==> src/rtl/hazard_unit_if.sv <==
// Decode-side hazard request and hazard-control response bundle between the core pipeline and hazard_unit.
interface hazard_unit_if #(
    parameter int CNT_W = 16
);
    logic [4:0]       rs1_D;
    logic [4:0]       rs2_D;
    logic             uses_rs1_D;
    logic             uses_rs2_D;
    logic [4:0]       rd_D;
    logic             reg_write_D;
    logic             mem_read_D;
    logic             pc_src_E;
    logic             ext_stall;

    logic [1:0]       forward_A_E;
    logic [1:0]       forward_B_E;
    logic             forward_A_D;
    logic             forward_B_D;
    logic             stall_F;
    logic             stall_D;
    logic             flush_D;
    logic             flush_E;
    logic [CNT_W-1:0] stall_cnt;
    logic [CNT_W-1:0] flush_cnt;

    modport master (
        output rs1_D, rs2_D, uses_rs1_D, uses_rs2_D, rd_D, reg_write_D, mem_read_D,
        output pc_src_E, ext_stall,
        input  forward_A_E, forward_B_E, forward_A_D, forward_B_D,
        input  stall_F, stall_D, flush_D, flush_E, stall_cnt, flush_cnt
    );

    modport slave (
        input  rs1_D, rs2_D, uses_rs1_D, uses_rs2_D, rd_D, reg_write_D, mem_read_D,
        input  pc_src_E, ext_stall,
        output forward_A_E, forward_B_E, forward_A_D, forward_B_D,
        output stall_F, stall_D, flush_D, flush_E, stall_cnt, flush_cnt
    );
endinterface

==> src/rtl/hazard_unit.sv <==
// Five-stage hazard controller: forwarding selects, W->D bypass, load-use stall, branch flush, perf counters.
// All controls are combinational in the same cycle; ext_stall freezes the shadow pipeline.
module hazard_unit #(
    parameter int CNT_W = 16
) (
    input  logic         clk,
    input  logic         rst_n,
    hazard_unit_if.slave hz
);

    typedef struct packed {
        logic [4:0] rs1;
        logic [4:0] rs2;
        logic [4:0] rd;
        logic       rw;
        logic       mr;
    } ex_t;

    typedef struct packed {
        logic [4:0] rd;
        logic       rw;
        logic       mr;
    } mem_t;

    typedef struct packed {
        logic [4:0] rd;
        logic       rw;
    } wb_t;

    localparam logic [CNT_W-1:0] CNT_ONE = CNT_W'(1);

    ex_t              ex_q, ex_d;
    mem_t             mem_q, mem_d;
    wb_t              wb_q, wb_d;
    logic [CNT_W-1:0] stall_cnt_q, stall_cnt_d;
    logic [CNT_W-1:0] flush_cnt_q, flush_cnt_d;

    logic             lw_stall;
    logic             stall;
    logic             flush_e;
    logic             flush_d;

    // Memory beats Writeback: the instruction in M is younger, so its value is newer.
    function automatic logic [1:0] fwd_sel(input logic [4:0] rs, input mem_t m, input wb_t w);
        logic [1:0] sel;
        sel = 2'b00;
        if (m.rw && !m.mr && (m.rd != 5'd0) && (m.rd == rs)) begin
            sel = 2'b01;
        end else if (w.rw && (w.rd != 5'd0) && (w.rd == rs)) begin
            sel = 2'b10;
        end
        return sel;
    endfunction

    always_comb begin
        lw_stall = ex_q.mr && ex_q.rw && (ex_q.rd != 5'd0) &&
                   ((hz.uses_rs1_D && (hz.rs1_D == ex_q.rd)) ||
                    (hz.uses_rs2_D && (hz.rs2_D == ex_q.rd))) &&
                   !hz.pc_src_E;
        stall    = lw_stall || hz.ext_stall;
        flush_d  = hz.pc_src_E && !hz.ext_stall;
        flush_e  = (lw_stall || hz.pc_src_E) && !hz.ext_stall;
    end

    assign hz.forward_A_E = fwd_sel(ex_q.rs1, mem_q, wb_q);
    assign hz.forward_B_E = fwd_sel(ex_q.rs2, mem_q, wb_q);
    assign hz.forward_A_D = wb_q.rw && (wb_q.rd != 5'd0) && (wb_q.rd == hz.rs1_D);
    assign hz.forward_B_D = wb_q.rw && (wb_q.rd != 5'd0) && (wb_q.rd == hz.rs2_D);
    assign hz.stall_F     = stall;
    assign hz.stall_D     = stall;
    assign hz.flush_D     = flush_d;
    assign hz.flush_E     = flush_e;
    assign hz.stall_cnt   = stall_cnt_q;
    assign hz.flush_cnt   = flush_cnt_q;

    // A load-use stall inserts a bubble into E while M and W keep draining.
    always_comb begin
        ex_d        = ex_q;
        mem_d       = mem_q;
        wb_d        = wb_q;
        stall_cnt_d = stall_cnt_q;
        flush_cnt_d = flush_cnt_q;

        if (!hz.ext_stall) begin
            if (flush_e) begin
                ex_d = '0;
            end else begin
                ex_d.rs1 = hz.rs1_D;
                ex_d.rs2 = hz.rs2_D;
                ex_d.rd  = hz.rd_D;
                ex_d.rw  = hz.reg_write_D;
                ex_d.mr  = hz.mem_read_D;
            end
            mem_d.rd = ex_q.rd;
            mem_d.rw = ex_q.rw;
            mem_d.mr = ex_q.mr;
            wb_d.rd  = mem_q.rd;
            wb_d.rw  = mem_q.rw;
        end

        if (stall && (stall_cnt_q != '1)) begin
            stall_cnt_d = stall_cnt_q + CNT_ONE;
        end
        if (flush_e && (flush_cnt_q != '1)) begin
            flush_cnt_d = flush_cnt_q + CNT_ONE;
        end
    end

    always_ff @(posedge clk) begin
        if (!rst_n) begin
            ex_q        <= '0;
            mem_q       <= '0;
            wb_q        <= '0;
            stall_cnt_q <= '0;
            flush_cnt_q <= '0;
        end else begin
            ex_q        <= ex_d;
            mem_q       <= mem_d;
            wb_q        <= wb_d;
            stall_cnt_q <= stall_cnt_d;
            flush_cnt_q <= flush_cnt_d;
        end
    end

endmodule
==> src/flat_wrapper.sv <==
// flat-port wrapper written by rule: the top's interface ports become plain ports
module hazard_unit_flat 
#(
    parameter int CNT_W = 16
)
  (clk, rst_n, hz_rs1_D, hz_rs2_D, hz_uses_rs1_D, hz_uses_rs2_D, hz_rd_D, hz_reg_write_D, hz_mem_read_D, hz_pc_src_E, hz_ext_stall, hz_forward_A_E, hz_forward_B_E, hz_forward_A_D, hz_forward_B_D, hz_stall_F, hz_stall_D, hz_flush_D, hz_flush_E, hz_stall_cnt, hz_flush_cnt);
  hazard_unit_if #(.CNT_W(CNT_W)) hz_i ();
  input  logic clk;
  input  logic rst_n;
  input wire logic [$bits(hz_i.rs1_D)-1:0] hz_rs1_D;
  input wire logic [$bits(hz_i.rs2_D)-1:0] hz_rs2_D;
  input wire logic [$bits(hz_i.uses_rs1_D)-1:0] hz_uses_rs1_D;
  input wire logic [$bits(hz_i.uses_rs2_D)-1:0] hz_uses_rs2_D;
  input wire logic [$bits(hz_i.rd_D)-1:0] hz_rd_D;
  input wire logic [$bits(hz_i.reg_write_D)-1:0] hz_reg_write_D;
  input wire logic [$bits(hz_i.mem_read_D)-1:0] hz_mem_read_D;
  input wire logic [$bits(hz_i.pc_src_E)-1:0] hz_pc_src_E;
  input wire logic [$bits(hz_i.ext_stall)-1:0] hz_ext_stall;
  output wire logic [$bits(hz_i.forward_A_E)-1:0] hz_forward_A_E;
  output wire logic [$bits(hz_i.forward_B_E)-1:0] hz_forward_B_E;
  output wire logic [$bits(hz_i.forward_A_D)-1:0] hz_forward_A_D;
  output wire logic [$bits(hz_i.forward_B_D)-1:0] hz_forward_B_D;
  output wire logic [$bits(hz_i.stall_F)-1:0] hz_stall_F;
  output wire logic [$bits(hz_i.stall_D)-1:0] hz_stall_D;
  output wire logic [$bits(hz_i.flush_D)-1:0] hz_flush_D;
  output wire logic [$bits(hz_i.flush_E)-1:0] hz_flush_E;
  output wire logic [$bits(hz_i.stall_cnt)-1:0] hz_stall_cnt;
  output wire logic [$bits(hz_i.flush_cnt)-1:0] hz_flush_cnt;
  assign hz_i.rs1_D = hz_rs1_D;
  assign hz_i.rs2_D = hz_rs2_D;
  assign hz_i.uses_rs1_D = hz_uses_rs1_D;
  assign hz_i.uses_rs2_D = hz_uses_rs2_D;
  assign hz_i.rd_D = hz_rd_D;
  assign hz_i.reg_write_D = hz_reg_write_D;
  assign hz_i.mem_read_D = hz_mem_read_D;
  assign hz_i.pc_src_E = hz_pc_src_E;
  assign hz_i.ext_stall = hz_ext_stall;
  assign hz_forward_A_E = hz_i.forward_A_E;
  assign hz_forward_B_E = hz_i.forward_B_E;
  assign hz_forward_A_D = hz_i.forward_A_D;
  assign hz_forward_B_D = hz_i.forward_B_D;
  assign hz_stall_F = hz_i.stall_F;
  assign hz_stall_D = hz_i.stall_D;
  assign hz_flush_D = hz_i.flush_D;
  assign hz_flush_E = hz_i.flush_E;
  assign hz_stall_cnt = hz_i.stall_cnt;
  assign hz_flush_cnt = hz_i.flush_cnt;
  hazard_unit #(.CNT_W(CNT_W)) u_core (.clk(clk), .rst_n(rst_n), .hz(hz_i));
endmodule
==> config.mk <==
export PLATFORM = sky130hd
export DESIGN_NAME = hazard_unit_flat
export DESIGN_NICKNAME = d
export VERILOG_FILES = /design/src/rtl/hazard_unit_if.sv /design/src/rtl/hazard_unit.sv /design/src/flat_wrapper.sv
export SDC_FILE = /design/constraint.sdc
export NUM_CORES = 1
export LEC_CHECK = 0
export BUFFER_PORTS_ARGS = -buffer_cell sky130_fd_sc_hd__buf_2
export CAP_MARGIN = 20
export CORE_UTILIZATION = 38
export DETAILED_ROUTE_END_ITERATION = 16
export GPL_TIMING_DRIVEN = 0
export PLACE_DENSITY_LB_ADDON = 0.25
export SETUP_SLACK_MARGIN = 0.1
export SYNTH_ARGS = -nofsm -noshare
export SYNTH_HDL_FRONTEND = slang
export SYNTH_SLANG_ARGS = --single-unit
export TNS_END_PERCENT = 50
==> constraint.sdc <==
create_clock -name clk -period 6 [get_ports clk]
set_input_delay 0.3 -clock clk [delete_from_list [all_inputs] [get_ports clk]]
set_output_delay 0.3 -clock clk [all_outputs]
set_load 0.005 [all_outputs]
== Yosys cells after proc, flatten, opt, wreduce, memory -nomap -nowiden ==
Cells that the tools add are included.

* Register bits after elaboration: 62
* Bits of input ports: 23
* Output and inout bits: 42
* Logic and storage cells: 57

* Add/subtract/negate cells: 2
* Eq/ne operators: 10
* Multiplexer cells: 5
* Reductions and logical operators: 28

{| class="wikitable"
|+ Operators by type and width
! operator !! count
|-
| 5-bit equality test || 8
|-
| 16-bit by 1-bit adder with 16-bit output (second input constant) || 2
|-
| 16-bit inequality test (second input constant) || 2
|-
| 1-bit logical AND || 19
|-
| 17-bit two-way mux || 1
|-
| 5-bit nonzero test || 3
|-
| 2-bit two-way mux || 4
|-
| 1-bit zero test || 3
|-
| 1-bit logical OR || 3
|}

== Logic depth before layout (Yosys ltp) ==
Gate-level depths: netlist of the first run.

* Depth after elaboration: 8
* Mapped depth: 9
* Mapped depth without buffers: 7

== Worst setup path before layout of the first run ==
Ideal clock, no wire load.

* Path type: register -> register
* Start: register u_core.stall_cnt_q[0] (netlist: u_core.hz.stall_cnt[0])
* End: register u_core.stall_cnt_q[7] (netlist: u_core.hz.stall_cnt[7])
* Setup time: 0.115 ns
* Arrival time: 1.839 ns
* Required time: 5.885 ns
* Path slack: 4.046 ns
* Stages on the path, launching flop included: 9
* Buffers on the path: 1
* Clock period less this slack: 1.954 ns
* Cells stage by stage: dfxtp_1 -> ha_1 -> nand3_1 -> nor2_1 -> a311oi_1 -> a21oi_4 -> buf_6 -> o31a_1 -> o21a_1

* Cells in the longest elaborated chain, start to end: 2
* Elaborated cells between the ends (all ways): 3
* Those cells by class: 1 x add/sub; 1 x eq/ne; 1 x reduce/logical

{| class="wikitable"
|+ Ends and longest elaborated chain
! item !! line !! RTL
|-
| start, declared || hazard_unit.sv:35 || <nowiki>logic [CNT_W-1:0] stall_cnt_q, stall_cnt_d;</nowiki>
|-
| start signal, assigned || hazard_unit.sv:120 || <nowiki>stall_cnt_q <= stall_cnt_d;</nowiki>
|-
| branches (longest 2 deep; another with 16-bit by 1-bit adder with 16-bit output) || n/a ||
|}

Several ways; the timed one is not identified.
A chain may end at the register's enable or synchronous reset.

== Worst setup path in the final report of the first run ==
* Start: register u_core.wb_q[2] (netlist name)
* End: output port hz_forward_B_E[1]

* Cells in the longest elaborated chain, start to end: 5
* Elaborated cells between the ends (all ways): 6
* Those cells by class: 1 x eq/ne; 2 x mux; 3 x reduce/logical

{| class="wikitable"
|+ Ends and longest elaborated chain
! item !! line !! RTL
|-
| start, declared || hazard_unit.sv:34 || <nowiki>wb_t wb_q, wb_d;</nowiki>
|-
| start signal, assigned || hazard_unit.sv:119 || <nowiki>wb_q <= wb_d;</nowiki>
|-
| 5-bit nonzero test || hazard_unit.sv:49 || <nowiki>end else if (w.rw && (w.rd != 5'd0) && (w.rd == rs)) begin</nowiki>
|-
| 1-bit logical AND || hazard_unit.sv:49 ||
|-
| 1-bit logical AND * || hazard_unit.sv:49 ||
|-
| 2-bit two-way mux * || hazard_unit.sv:49 ||
|-
| 2-bit two-way mux * || hazard_unit.sv:47 || <nowiki>if (m.rw && !m.mr && (m.rd != 5'd0) && (m.rd == rs)) begin</nowiki>
|-
| end, declared || flat_wrapper.sv:20 || <nowiki>output wire logic [$bits(hz_i.forward_B_E)-1:0] hz_forward_B_E;</nowiki>
|}

Every way passes the cells marked *; elsewhere a longest branch is shown, timed or not.

==> metrics.csv, run 1 <==
metric,value,unit
period_share,42.9,%
port_buffers,64,
antenna_found_initial,0,
area_growth,19.5,%
grt_overflow,0,
cts.clk_slew.worst_paths,60,ps
max_freq,388,MHz
die_h,94.9,µm
yosys_register_bits,62,
numCtsBuffers,9,
hpwl,6280,µm
cts_sinks,62,
leakage,1.61,nW
ant_nets,0,
grt_pass1_vias,2681,
vdd_drop_max,0.000149,V
rows,33,
power_frac_clock,41.3,%
power_density,228,mW/mm²
ff2ff_setup_slack,3740,ps
start_kind,flop,
yosysTopAreaCell,dfxtp_1,
viasPerCell,5.40,
cts_setup_buffers,0,
tritoncts,built,
synth_ff_type,dfxtp_1,
synth_edf_count,0,
synthCells,377,
drt-pass1-iter-count,4,
crit_path_end_kind,primary output,
netlist.area_leader.share,37.9,%
skew,8.23,ps
cpMaxStageDelayCell,or4_1,
synth.area.top_cells,"dfxtp_1 38%, mux2i_1 10%, xnor2_1 6.7%, nor2_1 4.9%, xor2_1 4.8%",
synthDistinctLibCells,43,
cts_resized,0,
cts_root_buf,clkbuf_8,
die_w,94.9,µm
finalSetupViolCount,0,
stdcell_count,560,
intPower,0.000672,W
die_area,0.00900,mm²
diodes,0,
worstSetupPathType,flop to primary output,
finalSetupTns,0,ps
ys_seq_area_share,37.9,%
final_util,47.2,%
yosysWarnings,0,
min_path_type,input pin to flop,
grt_use_total,19.7,%
insertion_delay,340,ps
routabilityCongestion,0.839,
rsz0062_at_grt,false,
initial_core_util,39.5,%
critPathMostFrequentCell,or4_1,
cts_buffer_depth,2,
layout_min_cycle_time,2570,ps
drcViolationCount,0,
drv_slew,0,
crit_family,simple AND/OR/NAND/NOR gates,
ys_top_cells_by_count,"62 x dfxtp_1, 43 x nor2_1, 34 x mux2i_1, 25 x xnor2_1, 23 x nand2_1",
max_stage_delay,570,ps
comb_power_share,10.1,%
postSynthNetCount,402,
async_reset_ff_share,0,%
postSynthAreaPerCell,8.69,µm²
total_power,0.000893,W
core-area,0.00830,mm²
max_slew_margin,47.8,%
netlist_area,0.00328,mm²
p_sw,0.000221,W
yosysMostFrequentCell,dfxtp_1,
avgRoutedWirePerCell,15.3,µm
grt_pass1_wl,13500,µm
drive_gt1_share,20.2,%
drv_cap,0,
swShare,24.7,%
hold_viol_final,0,
p_seq_share,48.6,%
fin_nets,477,
grt_start_max_net_pins,11,
cts.htree.levels,3,
place_inst,546,
pin_count,65,
critPathArrivalTime,2270,ps
hold_buffers,0,
drt_iter0_markers,162,
vias,3024,
critPathBufInv,2,
routed_wl,8580,µm
fillerInstances,816,
crit_path_max_fanout,6,
worstPathRequired,5700,ps
path_cells,"clkbuf_1, or4_1, o21ai_0, or4_1, nor4_1, buf_2",
tightest_slew,784,ps
status,completed,
==> worst paths after layout <==
check | startpoint | to | depth (start not counted)
max | u_core.wb_q[2] | hz_forward_B_E[1] | 6
min reg2reg | u_core.hz.stall_cnt[11] | u_core.hz.stall_cnt[11] | 2
min | hz_reg_write_D | u_core.ex_q[1] | 3
max reg2reg | u_core.ex_q[3] | u_core.hz.stall_cnt[1] | 8
==> tightest hold or removal path, delay by kind of cell <==
kind / cells / cell delay, ps
multiplexers: 1 / 50
buffers and inverters: 1 / 70
AND/OR/NAND/NOR: 1 / 80
==> power by group through the flow <==
| stage | Clock (W) | Combinational, W | Sequential [W] |
|---|---|---|---|
| 6_report | 0.000369 | 0.0000901 | 0.000434 |
| 5_1_grt | 0.000392 | 0.0000999 | 0.000435 |
| 4_1_cts | 0.000375 | 0.0000907 | 0.000434 |
| 3_5_place_dp | 0 | 0.0000902 | 0.000443 |
| 3_3_place_gp | 0 | 0.0000888 | 0.000443 |
| 2_1_floorplan | 0 | 0.0000613 | 0.000440 |
==> state kept, by name, summed over array words and instances (netlist names) <==
name and flops:
u_core.ex_q 17, u_core.hz.flush_cnt 16, u_core.hz.stall_cnt 16, u_core.mem_q 7, u_core.wb_q 6
==> cell type report <==
cell class / instances / area (µm²) / share of cell area [%]
Multi-Input combinational cell: 285 / 1900 / 48.4
Sequential cell: 62 / 1240 / 31.7
Timing Repair Buffer: 64 / 320 / 8.18
Tap cell: 105 / 131 / 3.35
Clock inverter: 1 / 30.0 / 0.767
Inverter: 9 / 33.8 / 0.862
Buffer: 21 / 105 / 2.68
Clock buffer: 13 / 159 / 4.06
==> logic make-up (layout without fill, tap and decap cells) <==
| logic type | after synthesis | count (layout) | synth area share (%) |
|---|---|---|---|
| adder cells (fa/ha/maj) | 2 | 2 | 0.764 |
| multiplexers | 34 | 34 | 10.4 |
| flip-flops | 62 | 62 | 37.9 |
| XOR/XNOR | 43 | 43 | 11.5 |
| AO/OA/AOI/OAI | 63 | 63 | 13.3 |
| buffers and inverters | 30 | 108 | 4.24 |
| AND/OR/NAND/NOR | 143 | 143 | 22.0 |
==> layout by cell type (no fill, tap or decap), drive strengths merged, types with 2 or more instances in the layout <==
| cell | count |
|---|---|
| nand4 | 7 |
| nor2 | 43 |
| or4 | 15 |
| nor3 | 5 |
| nand2 | 23 |
| o21a | 3 |
| ha | 2 |
| a31oi | 2 |
| o211ai | 4 |
| or3 | 11 |
| nor4 | 11 |
| buf | 74 |
| inv | 9 |
| mux2i | 34 |
| nand3 | 21 |
| nor2b | 2 |
| clkbuf | 24 |
| xor2 | 18 |
| o21ai | 14 |
| o31ai | 9 |
| a21oi | 22 |
| dfxtp | 62 |
| a311oi | 2 |
| or2 | 2 |
| nand2b | 2 |
| xnor2 | 25 |
==> per-layer routing <==
metal | track usage (%) | vias up | part of all wire [%]
li1 | - | 1505 | -
met1 | 27.6 | 1413 | 47
met2 | 29.3 | 93 | 45
met3 | 4.35 | 13 | 6.1
met4 | 7.32 | 0 | 1.7
met5 | 0 | - | 0
==> per-stage QoR <==
| step | setup slack [ps] | hold WS, ps | instance area [µm²] |
|---|---|---|---|
| floorplan | 4050 | 444 | 3280 |
| global placement | 3770 | 482 | 3730 |
| detailed placement | 3740 | 485 | 3730 |
| CTS | 3390 | 181 | 3920 |
| global route | 3340 | 187 | 3920 |
| finish | 3430 | 197 | 3920 |
(Power assumes the default switching activity.)
==> inputs of run 2 (changes only) <==
==> constraint.sdc (replaced) <==
create_clock -name clk -period 2.15 [get_ports clk]
set_input_delay 0.1075 -clock clk [delete_from_list [all_inputs] [get_ports clk]]
set_output_delay 0.1075 -clock clk [all_outputs]
set_load 0.005 [all_outputs]
==> run 2 against run 1 <==
  * Setup slack worse by 3400 ps
  * Largest power group unchanged
  * Cell count rose by 5.4%
  * Combinational power rose to 3.7 times the previous value
  * Sequential cell count is the same
  * Sequential power grew to 2.8 times the previous value
  * Critical path type unchanged
==> metrics.csv, run 2 (same netlist as run 1, synthesis figures left out) <==
metric,value,unit
hold_ws,14.4,ps
routabilityCongestion,0.839,
cts_buffer_depth,2,
skew,8.93,ps
min_path_type,input pin to flop,
grt_overflow,0,
antenna_found_initial,0,
diodes,0,
grt_pass1_vias,2862,
finalSetupViolCount,0,
fin_nets,507,
area_growth,39.4,%
viasPerCell,5.49,
die_area,0.00900,mm²
initial_core_util,39.5,%
finalSetupTns,0,ps
cts.clk_slew.worst_paths,60,ps
routed_wl,9490,µm
status,completed,
insertion_delay,340,ps
tritoncts,built,
pin_count,65,
critPathArrivalTime,2030,ps
pre_cts_slack,-106,ps
worstPathRequired,2040,ps
final_cell_area,0.00457,mm²
die_h,94.9,µm
place_inst,546,
place_area,0.00373,mm²
drv_cap,0,
tightest_slew,770,ps
leakage,1.90,nW
drv_slew,0,
hold_viol_final,0,
stdcell_count,590,
largest_reg_flops,17,
ant_nets,0,
finalWorstSetupSlack,13.5,ps
drt_iter0_markers,137,
vias,3238,
max_freq,468,MHz
core-area,0.00830,mm²
drive_gt1_share,34.8,%
layout_min_cycle_time,2140,ps
power_density,563,mW/mm²
rows,33,
drcViolationCount,0,
drt-pass1-iter-count,4,
cts_sinks,62,
largest-register,u_core.ex_q,
layout_commonest_cell,buf_2,
grt_use_total,20.9,%
period_share,99.4,%
vdd_drop_max,0.000420,V
crit_path_end_kind,primary output,
worstSetupPathType,flop to primary output,
start_kind,flop,
grt_pass1_wl,14400,µm
grt_start_max_net_pins,11,
cts.htree.levels,3,
hpwl,6280,µm
final_cell_mix,"66 x buf_2, 53 x dfxtp_1, 40 x nor2_1, 34 x mux2i_1, 22 x nand2_1",
crit_path_max_fanout,7,
port_buffers,64,
die_w,94.9,µm
max_slew_margin,48.6,%
rsz0062_at_grt,true,
numCtsBuffers,9,
avgRoutedWirePerCell,16.1,µm
cts_root_buf,clkbuf_8,
[run 2: changes by cell type in the layout (fill, tap and decap cells not counted), sizes merged]
| cell | delta |
|---|---|
| dlygate4sd3 | +5 |
| buf | +25 |
| a21oi | +1 |
| clkbuf | -1 |
[run 2: final cells by class]
cell class	instances	area, µm²
Sequential cell	62	1260
Tap cell	105	131
Clock inverter	1	30.0
Inverter	9	33.8
Fill cell	740	3730
Timing Repair Buffer	93	637
Clock buffer	13	159
Multi-Input combinational cell	286	2190
Buffer	21	131
[run 2: final timing paths]
check,startpoint,slack [ps],cells after the start,to
max,u_core.ex_q[3],10,5,hz_flush_E
max reg2reg,u_core.ex_q[3],40,8,u_core.hz.stall_cnt[1]
min,hz_rd_D[3],10,3,u_core.ex_q[5]
min reg2reg,u_core.hz.stall_cnt[11],490,2,u_core.hz.stall_cnt[11]
[run 2: metal layers]
metal	wire (µm)	track usage [%]	up-vias
met1	4350	28.4	1557
met5	0	0	-
li1	-	-	1567
met4	193	7.45	0
met3	473	4.27	21
met2	4470	32.6	93
[run 2: what timing repair did]
| item | 4_1_cts | 5_1_grt |
|---|---|---|
| hold endpoints to repair | 5 | 0 |
| endpoints found under the setup margin | 44 | 45 |
| gates resized for setup | 34 | 56 |
| setup buffers | 10 | 14 |
| pin swaps | 11 | 43 |
| cloned | 3 | 0 |
| hold buffers | 5 | 0 |
[run 2: through the flow]
step	util (%)	total power (W)
after floorplan	-	0.00140
after CTS	51.2	0.00256
after global placement	44.9	0.00148
after global routing	55.1	0.00267
after detailed placement	44.9	0.00149
final	55.1	0.00257
[run 2: critical path, stage by stage, from the launching register on]
cell	delay, ps
dfxtp_4	350
or4_4	560
o211a_4	280
a21oi_4	280
nor2_2	70
buf_2	160
[run 2: where the power goes]
part	switching (W)	total, W	internal, W	leakage [nW]
Sequential	0.0000364	0.00121	0.00118	0.507
Clock	0.000443	0.00103	0.000588	0.0956
Combinational	0.000167	0.000331	0.000164	1.30
